--- src/rtl/xmuladdlite_sink.sv ---
// Receive side of the multiply-accumulate lite unit: captures the end-of-window
// result (or high/low pair) from the flow and writes it to memory, pulsing done at the end.
module xmuladdlite_sink #(
    parameter int DATA_W   = 32,
    parameter int ADDR_W   = 10,
    parameter int PERIOD_W = 10
) (
    input  logic                clk,
    input  logic                rst,
    input  logic                run,
    input  logic [ADDR_W-1:0]   iterations,
    input  logic [PERIOD_W-1:0] period,
    input  logic [PERIOD_W-1:0] delay,
    input  logic                pair,
    input  logic [ADDR_W-1:0]   start_addr,
    input  logic [DATA_W-1:0]   data_in,
    output logic                mem_we,
    output logic [ADDR_W-1:0]   mem_addr,
    output logic [DATA_W-1:0]   mem_data,
    output logic                busy,
    output logic                done
);

    typedef enum logic [1:0] {
        S_IDLE  = 2'd0,
        S_DELAY = 2'd1,
        S_RUN   = 2'd2,
        S_DONE  = 2'd3
    } state_t;

    state_t                r_state;
    state_t                w_state_nxt;

    logic [ADDR_W-1:0]     r_iter;
    logic [ADDR_W-1:0]     r_win;
    logic [ADDR_W-1:0]     r_addr;
    logic [PERIOD_W-1:0]   r_per;
    logic [PERIOD_W-1:0]   r_phase;
    logic [PERIOD_W-1:0]   r_dly;
    logic                  r_pair;

    logic                  r_mem_we;
    logic [ADDR_W-1:0]     r_mem_addr;
    logic [DATA_W-1:0]     r_mem_data;

    logic                  w_accept;
    logic [PERIOD_W-1:0]   w_per_eff;
    logic                  w_last_ph;
    logic                  w_hi_ph;
    logic                  w_last_win;
    logic                  w_cap;

    assign w_accept   = (r_state == S_IDLE) && run && (iterations != '0);
    assign w_per_eff  = (period == '0) ? PERIOD_W'(1) : period;
    assign w_last_ph  = (r_phase == r_per - PERIOD_W'(1));
    // r_pair is only ever set with r_per >= 2, so r_per - 2 cannot underflow here
    assign w_hi_ph    = r_pair && (r_phase == r_per - PERIOD_W'(2));
    assign w_last_win = (r_win == r_iter - ADDR_W'(1));
    assign w_cap      = (r_state == S_RUN) && (w_last_ph || w_hi_ph);

    always_comb begin
        w_state_nxt = r_state;
        case (r_state)
            S_IDLE: begin
                if (w_accept) begin
                    w_state_nxt = (delay != '0) ? S_DELAY : S_RUN;
                end
            end
            S_DELAY: begin
                if (r_dly == PERIOD_W'(1)) begin
                    w_state_nxt = S_RUN;
                end
            end
            S_RUN: begin
                if (w_last_ph && w_last_win) begin
                    w_state_nxt = S_DONE;
                end
            end
            S_DONE: begin
                w_state_nxt = S_IDLE;
            end
            default: begin
                w_state_nxt = S_IDLE;
            end
        endcase
    end

    always_ff @(posedge clk or posedge rst) begin
        if (rst) begin
            r_state <= S_IDLE;
        end else begin
            r_state <= w_state_nxt;
        end
    end

    always_ff @(posedge clk or posedge rst) begin
        if (rst) begin
            r_iter  <= '0;
            r_win   <= '0;
            r_addr  <= '0;
            r_per   <= '0;
            r_phase <= '0;
            r_dly   <= '0;
            r_pair  <= 1'b0;
        end else begin
            if (w_accept) begin
                r_iter  <= iterations;
                r_per   <= w_per_eff;
                r_pair  <= pair && (w_per_eff >= PERIOD_W'(2));
                r_dly   <= delay;
                r_addr  <= start_addr;
                r_win   <= '0;
                r_phase <= '0;
            end else if (r_state == S_DELAY) begin
                r_dly <= r_dly - PERIOD_W'(1);
            end else if (r_state == S_RUN) begin
                if (w_last_ph) begin
                    r_phase <= '0;
                    r_win   <= r_win + ADDR_W'(1);
                end else begin
                    r_phase <= r_phase + PERIOD_W'(1);
                end
                // one address per captured word; pair mode captures two per window
                if (w_cap) begin
                    r_addr <= r_addr + ADDR_W'(1);
                end
            end
        end
    end

    always_ff @(posedge clk or posedge rst) begin
        if (rst) begin
            r_mem_we   <= 1'b0;
            r_mem_addr <= '0;
            r_mem_data <= '0;
        end else begin
            r_mem_we <= w_cap;
            if (w_cap) begin
                r_mem_addr <= r_addr;
                r_mem_data <= data_in;
            end
        end
    end

    assign mem_we   = r_mem_we;
    assign mem_addr = r_mem_addr;
    assign mem_data = r_mem_data;
    assign busy     = (r_state == S_DELAY) || (r_state == S_RUN);
    assign done     = (r_state == S_DONE);

endmodule

--- config.mk ---
export PLATFORM = sky130hd
export DESIGN_NAME = xmuladdlite_sink
export DESIGN_NICKNAME = d
export VERILOG_FILES = /design/src/rtl/xmuladdlite_sink.sv
export SDC_FILE = /design/constraint.sdc
export NUM_CORES = 1
export LEC_CHECK = 0
export CAP_MARGIN = 20
export CORE_MARGIN = 5
export CORE_UTILIZATION = 58
export DETAILED_ROUTE_END_ITERATION = 8
export DONT_BUFFER_PORTS = 1
export HOLD_SLACK_MARGIN = 0.06
export PLACE_DENSITY = 0.73
export SKIP_CTS_REPAIR_TIMING = 1
export SYNTH_ARGS = -nofsm -noshare
export SYNTH_HDL_FRONTEND = slang
export SYNTH_SLANG_ARGS = --single-unit
export TNS_END_PERCENT = 30
--- constraint.sdc ---
create_clock -name clk -period 3.7 [get_ports clk]
set_input_delay 0.925 -clock clk [delete_from_list [all_inputs] [get_ports clk]]
set_output_delay 0.925 -clock clk [all_outputs]
set_load 0.02 [all_outputs]
* Yosys cells after proc, flatten, opt, wreduce, memory -nomap -nowiden
Index checks and enable logic that the tools add are counted.
** Storage, ports and cells
- Register bits :: 106
- Input bits :: 76
- Output and inout bits :: 45
- Word-level logic and storage cells :: 70
** Operators by class
- Add/sub/neg operators :: 7
- $lt $le $gt $ge :: 1
- Equal/unequal tests :: 11
- Muxes and demuxes :: 20
- Reduce and logical (&&, ||, !) cells :: 20
** Operators by type and width (number)
- $mux 10 :: 15
- $add 10x1->10 const B :: 3
- $eq 10x10->1 :: 3
- $sub 10x1->10 const B :: 3
- $reduce_bool 10->1 :: 2
- $eq 10x1->1 const B :: 1
- $ge 10x2->1 const B :: 1
- $logic_not 10->1 :: 1
- $sub 10x2->10 const B :: 1
- $reduce_and 3->1 :: 3
- $mux 2 :: 4
- $pmux 2 s4 :: 1
- $reduce_bool 2->1 :: 4
- $logic_and 1x1->1 :: 6
- $ne 2x2->1 const B :: 3
- $eq 2x2->1 const B :: 2
- $eq 2x1->1 const B :: 1
- $logic_not 2->1 :: 1
- $logic_or 1x1->1 :: 2
- $ne 2x1->1 const B :: 1
- $reduce_and 2->1 :: 1

* Logic depth before layout (Yosys ltp)
- Word-level depth :: 9
- Mapped depth :: 12
- Depth with buffers taken out :: 9

* Worst setup path after synthesis
Ideal clock, no wire load.
- Path kind :: reg-to-reg
- Start :: register r_per[2]
- End :: register r_addr[9]
- Library setup time :: 0.120 ns
- Arrival time :: 2.356 ns
- Data required time :: 3.580 ns
- Setup slack :: 1.224 ns
- Stages on the path, launching flop included :: 12
- Buffers on the path :: 2
- Period minus slack after synthesis :: 2.476 ns
- Path through :: dfrtp_1 inv_1 ha_1 buf_2 nor4b_2 nand2_1 a32oi_1 o2111ai_1 o32ai_4 buf_6 nand4_1 o211a_1
** On the way
- Longest elaborated chain between the ends :: 7
- Elaborated cells between the ends (all ways) :: 9
- Classes of those cells :: add/sub: 2; eq/ne: 2; reduce/logical: 5
** RTL lines
- from (decl) :: RTL line 37 : logic [PERIOD_W-1:0] r_per;
- from (signal assigned) :: RTL line 108 : r_per <= w_per_eff;
- $sub 10x2->10 :: RTL line 57 : assign w_hi_ph = r_pair && (r_phase == r_per - PERIOD_W'(2));
- $eq 10x10->1 :: RTL line 57
- $logic_and 1x1->1 :: RTL line 57
- $logic_or 1x1->1 * :: RTL line 59 : assign w_cap = (r_state == S_RUN) && (w_last_ph || w_hi_ph);
- $logic_and 1x1->1 * :: RTL line 59
- $reduce_bool 2->1 (no line) *
- $reduce_and 3->1 (no line) *
- to (signal assigned) :: RTL line 111 : r_addr <= start_addr;
- to (signal assigned) :: RTL line 125 : r_addr <= r_addr + ADDR_W'(1);
- to (decl) :: RTL line 36 : logic [ADDR_W-1:0] r_addr;
Every way passes the cells marked *; elsewhere a longest branch is shown, timed or not.
A chain may end at the register's enable or synchronous reset.

* Final worst setup path
- Start :: register r_per[2]
- End :: register r_addr[2]
Same word-level chain as after synthesis.

==> key figures <==
Outcome
  – Status: finished clean

Placed design
  – Number of buffers inserted by port buffering: 0
  – Final HPWL DP: 10,500 um
  – Routability cong.: 0.861

Logic synthesis
  – Post-synth ARST share: 1.00
  – Ys flop type: dfrtp_1
  – Post-synth net total: 793
  – Synth warn: 0
  – Area leader, netlist: dfrtp_1
  – Yosys reg bits: 106
  – Seq/Total Area, Yosys: 0.446
  – Post-synth EDFFs: 0
  – Synth area leaders: dfrtp_1, nand2_1, xnor2_1
  – Synth cell types: 65
  – Synthesized cell area: 5950 um^2
  – Yosys top cell area share: 0.446
  – Avg Cell Area, Syn: 8.45 um^2
  – Post-Synthesis Cells: 704

Floorplan
  – Die H: 111 um
  – Chip width: 111 um
  – Num ports: 121
  – Total core area: 10,200 um^2
  – Initial core utilization: 0.584
  – Full die area: 12,400 um^2
  – Number of cell rows: 37

Critical path
  – Crit path launch: r_per[2]$_DFFE_PP0P_
  – Cells on worst reg2reg path: 9
  – Reg2reg setup slack: 0.55 ns
  – Crit-path leading delay family: compound AO/OA/AOI/OAI gates
  – Crit path DAT: 3.47 ns
  – CP Capture Type: register
  – Crit Path Max Fanout: 49
  – Critical path's largest stage delay: 0.74 ns
  – Crit Path Class: reg2reg
  – Startpoint Class: register
  – CP required: 4.02 ns
  – RR Endpoint: r_addr[2]$_DFFE_PP0P_
  – Buf+Inv Stages, Crit Path: 1
  – Reg2reg start: r_per[2]$_DFFE_PP0P_
  – Critical path's slowest cell: o32a_2
  – CP Cell Sequence: inv_1 -> ha_1 -> and2b_1 -> nand2_1 -> a211oi_1 -> o2111ai_1 -> o32a_2 -> nand3b_1 -> a22oi_1

Finish
  – Layout cells sized above 1: 0.0579
  – # diodes: 0
  – Commonest non-fill, non-tap cell in the layout: nand2_1
  – Area grow syn2layout: 5.49%
  – Nets@finish: 775
  – Commonest cells after routing, fill and taps aside: nand2_1, dfrtp_1, o21ai_0

STA
  – TNS Setup: 0 ns
  – Final setup vio count: 0
  – Achievable Freq: 317 MHz
  – Fin. Hold Viols: 0
  – Final hold slack: 0.529 ns
  – Slew headroom: 0.420
  – Skew final: 0.0150 ns
  – Worst slew pin tran: 0.869 ns
  – Final period util: 0.852
  – RSZ-0062 raised after global routing: false
  – Slew Limit Fails: 0
  – Fin crit period: 3.15 ns

Min path
  – Worst hold path type: reg2reg
  – HP Start: r_pair$_DFFE_PP0P_
  – Hold Path End: r_pair$_DFFE_PP0P_
  – Hold depth: 2

Routing
  – Drt drc: 0
  – DR WL/cell: 17.1 um
  – DR vias: 4,878
  – Iteration-0 DRC count of the detailed router: 264
  – WL final: 14,100 um
  – Vias/cell: 5.90
  – Drt pass-1 iters: 4
  – Post-route ant nets: 0

Clock tree
  – Clock sinks: 106
  – CTS tree: built
  – CTS Buf Count: 9
  – Maximum buffer depth of the clock tree: 2
  – CTS root buf: clkbuf_8
  – H-Tree Depth: 3
  – Clock Latency Late Sink: 0.39 ns
  – Clock transition at the registers of the reported paths: 0.11 ns

Power
  – Leakage power: 2.70 nW
  – Peak VDD IR: 333 uV
  – PD cells: 317 nW/um^2

GRT
  – Gr ovfl total: 0
  – First-pass GRT wire length: 23,500 um
  – Initial antenna violation count: 1
  – Vias in the first global route: 4,801
  – GRT Total Usage: 0.230
  – Largest net degree at the start of global routing: 57

Flow run
  – Max Cap Violations: 0
==> where the power goes <==
| part | total [mW] | internal [mW] | switching, mW |
|---|---|---|---|
| Clock | 0.801 | 0.352 | 0.449 |
| Combinational | 0.0297 | 0.00540 | 0.0243 |
| Sequential | 1.16 | 1.16 | 0 |
| Total | 1.99 | 1.52 | 0.473 |
==> worst max path at each step <==
stage / end / cells past startpoint
final: r_addr[2]$_DFFE_PP0P_ / 9
after global placement: r_addr[2]$_DFFE_PP0P_ / 9
after global routing: r_addr[2]$_DFFE_PP0P_ / 9
after CTS: r_addr[2]$_DFFE_PP0P_ / 9
after detailed placement: r_addr[2]$_DFFE_PP0P_ / 9
after floorplan: r_addr[9]$_DFFE_PP0P_ / 11
==> layer usage <==
metal,GRT usage,vias up,wire (um)
met5,0,-,13
li1,-,2367,-
met3,0.0791,26,1060
met4,0.0641,2,233
met1,0.297,2336,6050
met2,0.372,147,6780
==> final cells by class <==
type,instances,area [um^2]
clock buffers,10,138
clock inverters,6,92.6
fillers,874,3910
inverters,22,86.3
multi-input cells,535,3030
flip-flops and latches,106,2650
well taps,136,170
repair buffers,12,103
==> metrics by stage <==
| stage | instance area, um^2 | power, mW | utilization | cells | worst slack (ns) |
|---|---|---|---|---|---|
| detailed placement | 6040 | 1.21 | 0.593 | 811 | 0.573 |
| finish | 6270 | 1.99 | 0.616 | 827 | 0.546 |
| floorplan | 5950 | 1.20 | - | 704 | 1.22 |
| global placement | 6040 | 1.21 | 0.593 | 811 | 0.715 |
| CTS | 6270 | 2.01 | 0.616 | 827 | 0.561 |
| global route | 6270 | 2.06 | 0.616 | 827 | 0.270 |
==> state kept, by name (all words and copies together), names as in the netlist <==
signal    count
r_dly        10
r_state       2
r_phase      10
r_per        10
mem_data     32
r_pair        1
r_iter       10
mem_addr     10
mem_we        1
r_addr       10
r_win        10
==> worst register-to-register path, stage by stage, from the launching register on <==
cell       delay [ns]
dfrtp_1          0.46
inv_1            0.12
ha_1             0.36
and2b_1          0.27
nand2_1          0.07
a211oi_1         0.34
o2111ai_1        0.27
o32a_2           0.75
nand3b_1         0.29
a22oi_1          0.17
==> Yosys cell counts (all sizes together) (3+ instances only) <==
cell	n
a21oi	21
nor3	24
ha	13
o31ai	4
xnor2	28
a21o	3
nor4	13
and3	10
nor2	32
inv	22
nand3	18
clkbuf	23
dfrtp	106
nor2b	5
o21ai	41
o211a	3
o2111ai	3
xor2	17
nand2b	9
o211ai	6
nor3b	3
a311oi	3
nand4	11
nand3b	5
a31oi	5
buf	18
nand2	210
or4	5
==> cell families after synthesis <==
group | synth area share
adders and majority gates | 0.0273
xor gates and xnor gates | 0.0663
DFF | 0.446
and+or+nand+nor | 0.278
AOI/OAI and AO/OA | 0.132
buffers and inverters | 0.0469
muxes | 0.00337
No activity file was read; power rests on OpenSTA's default activity.
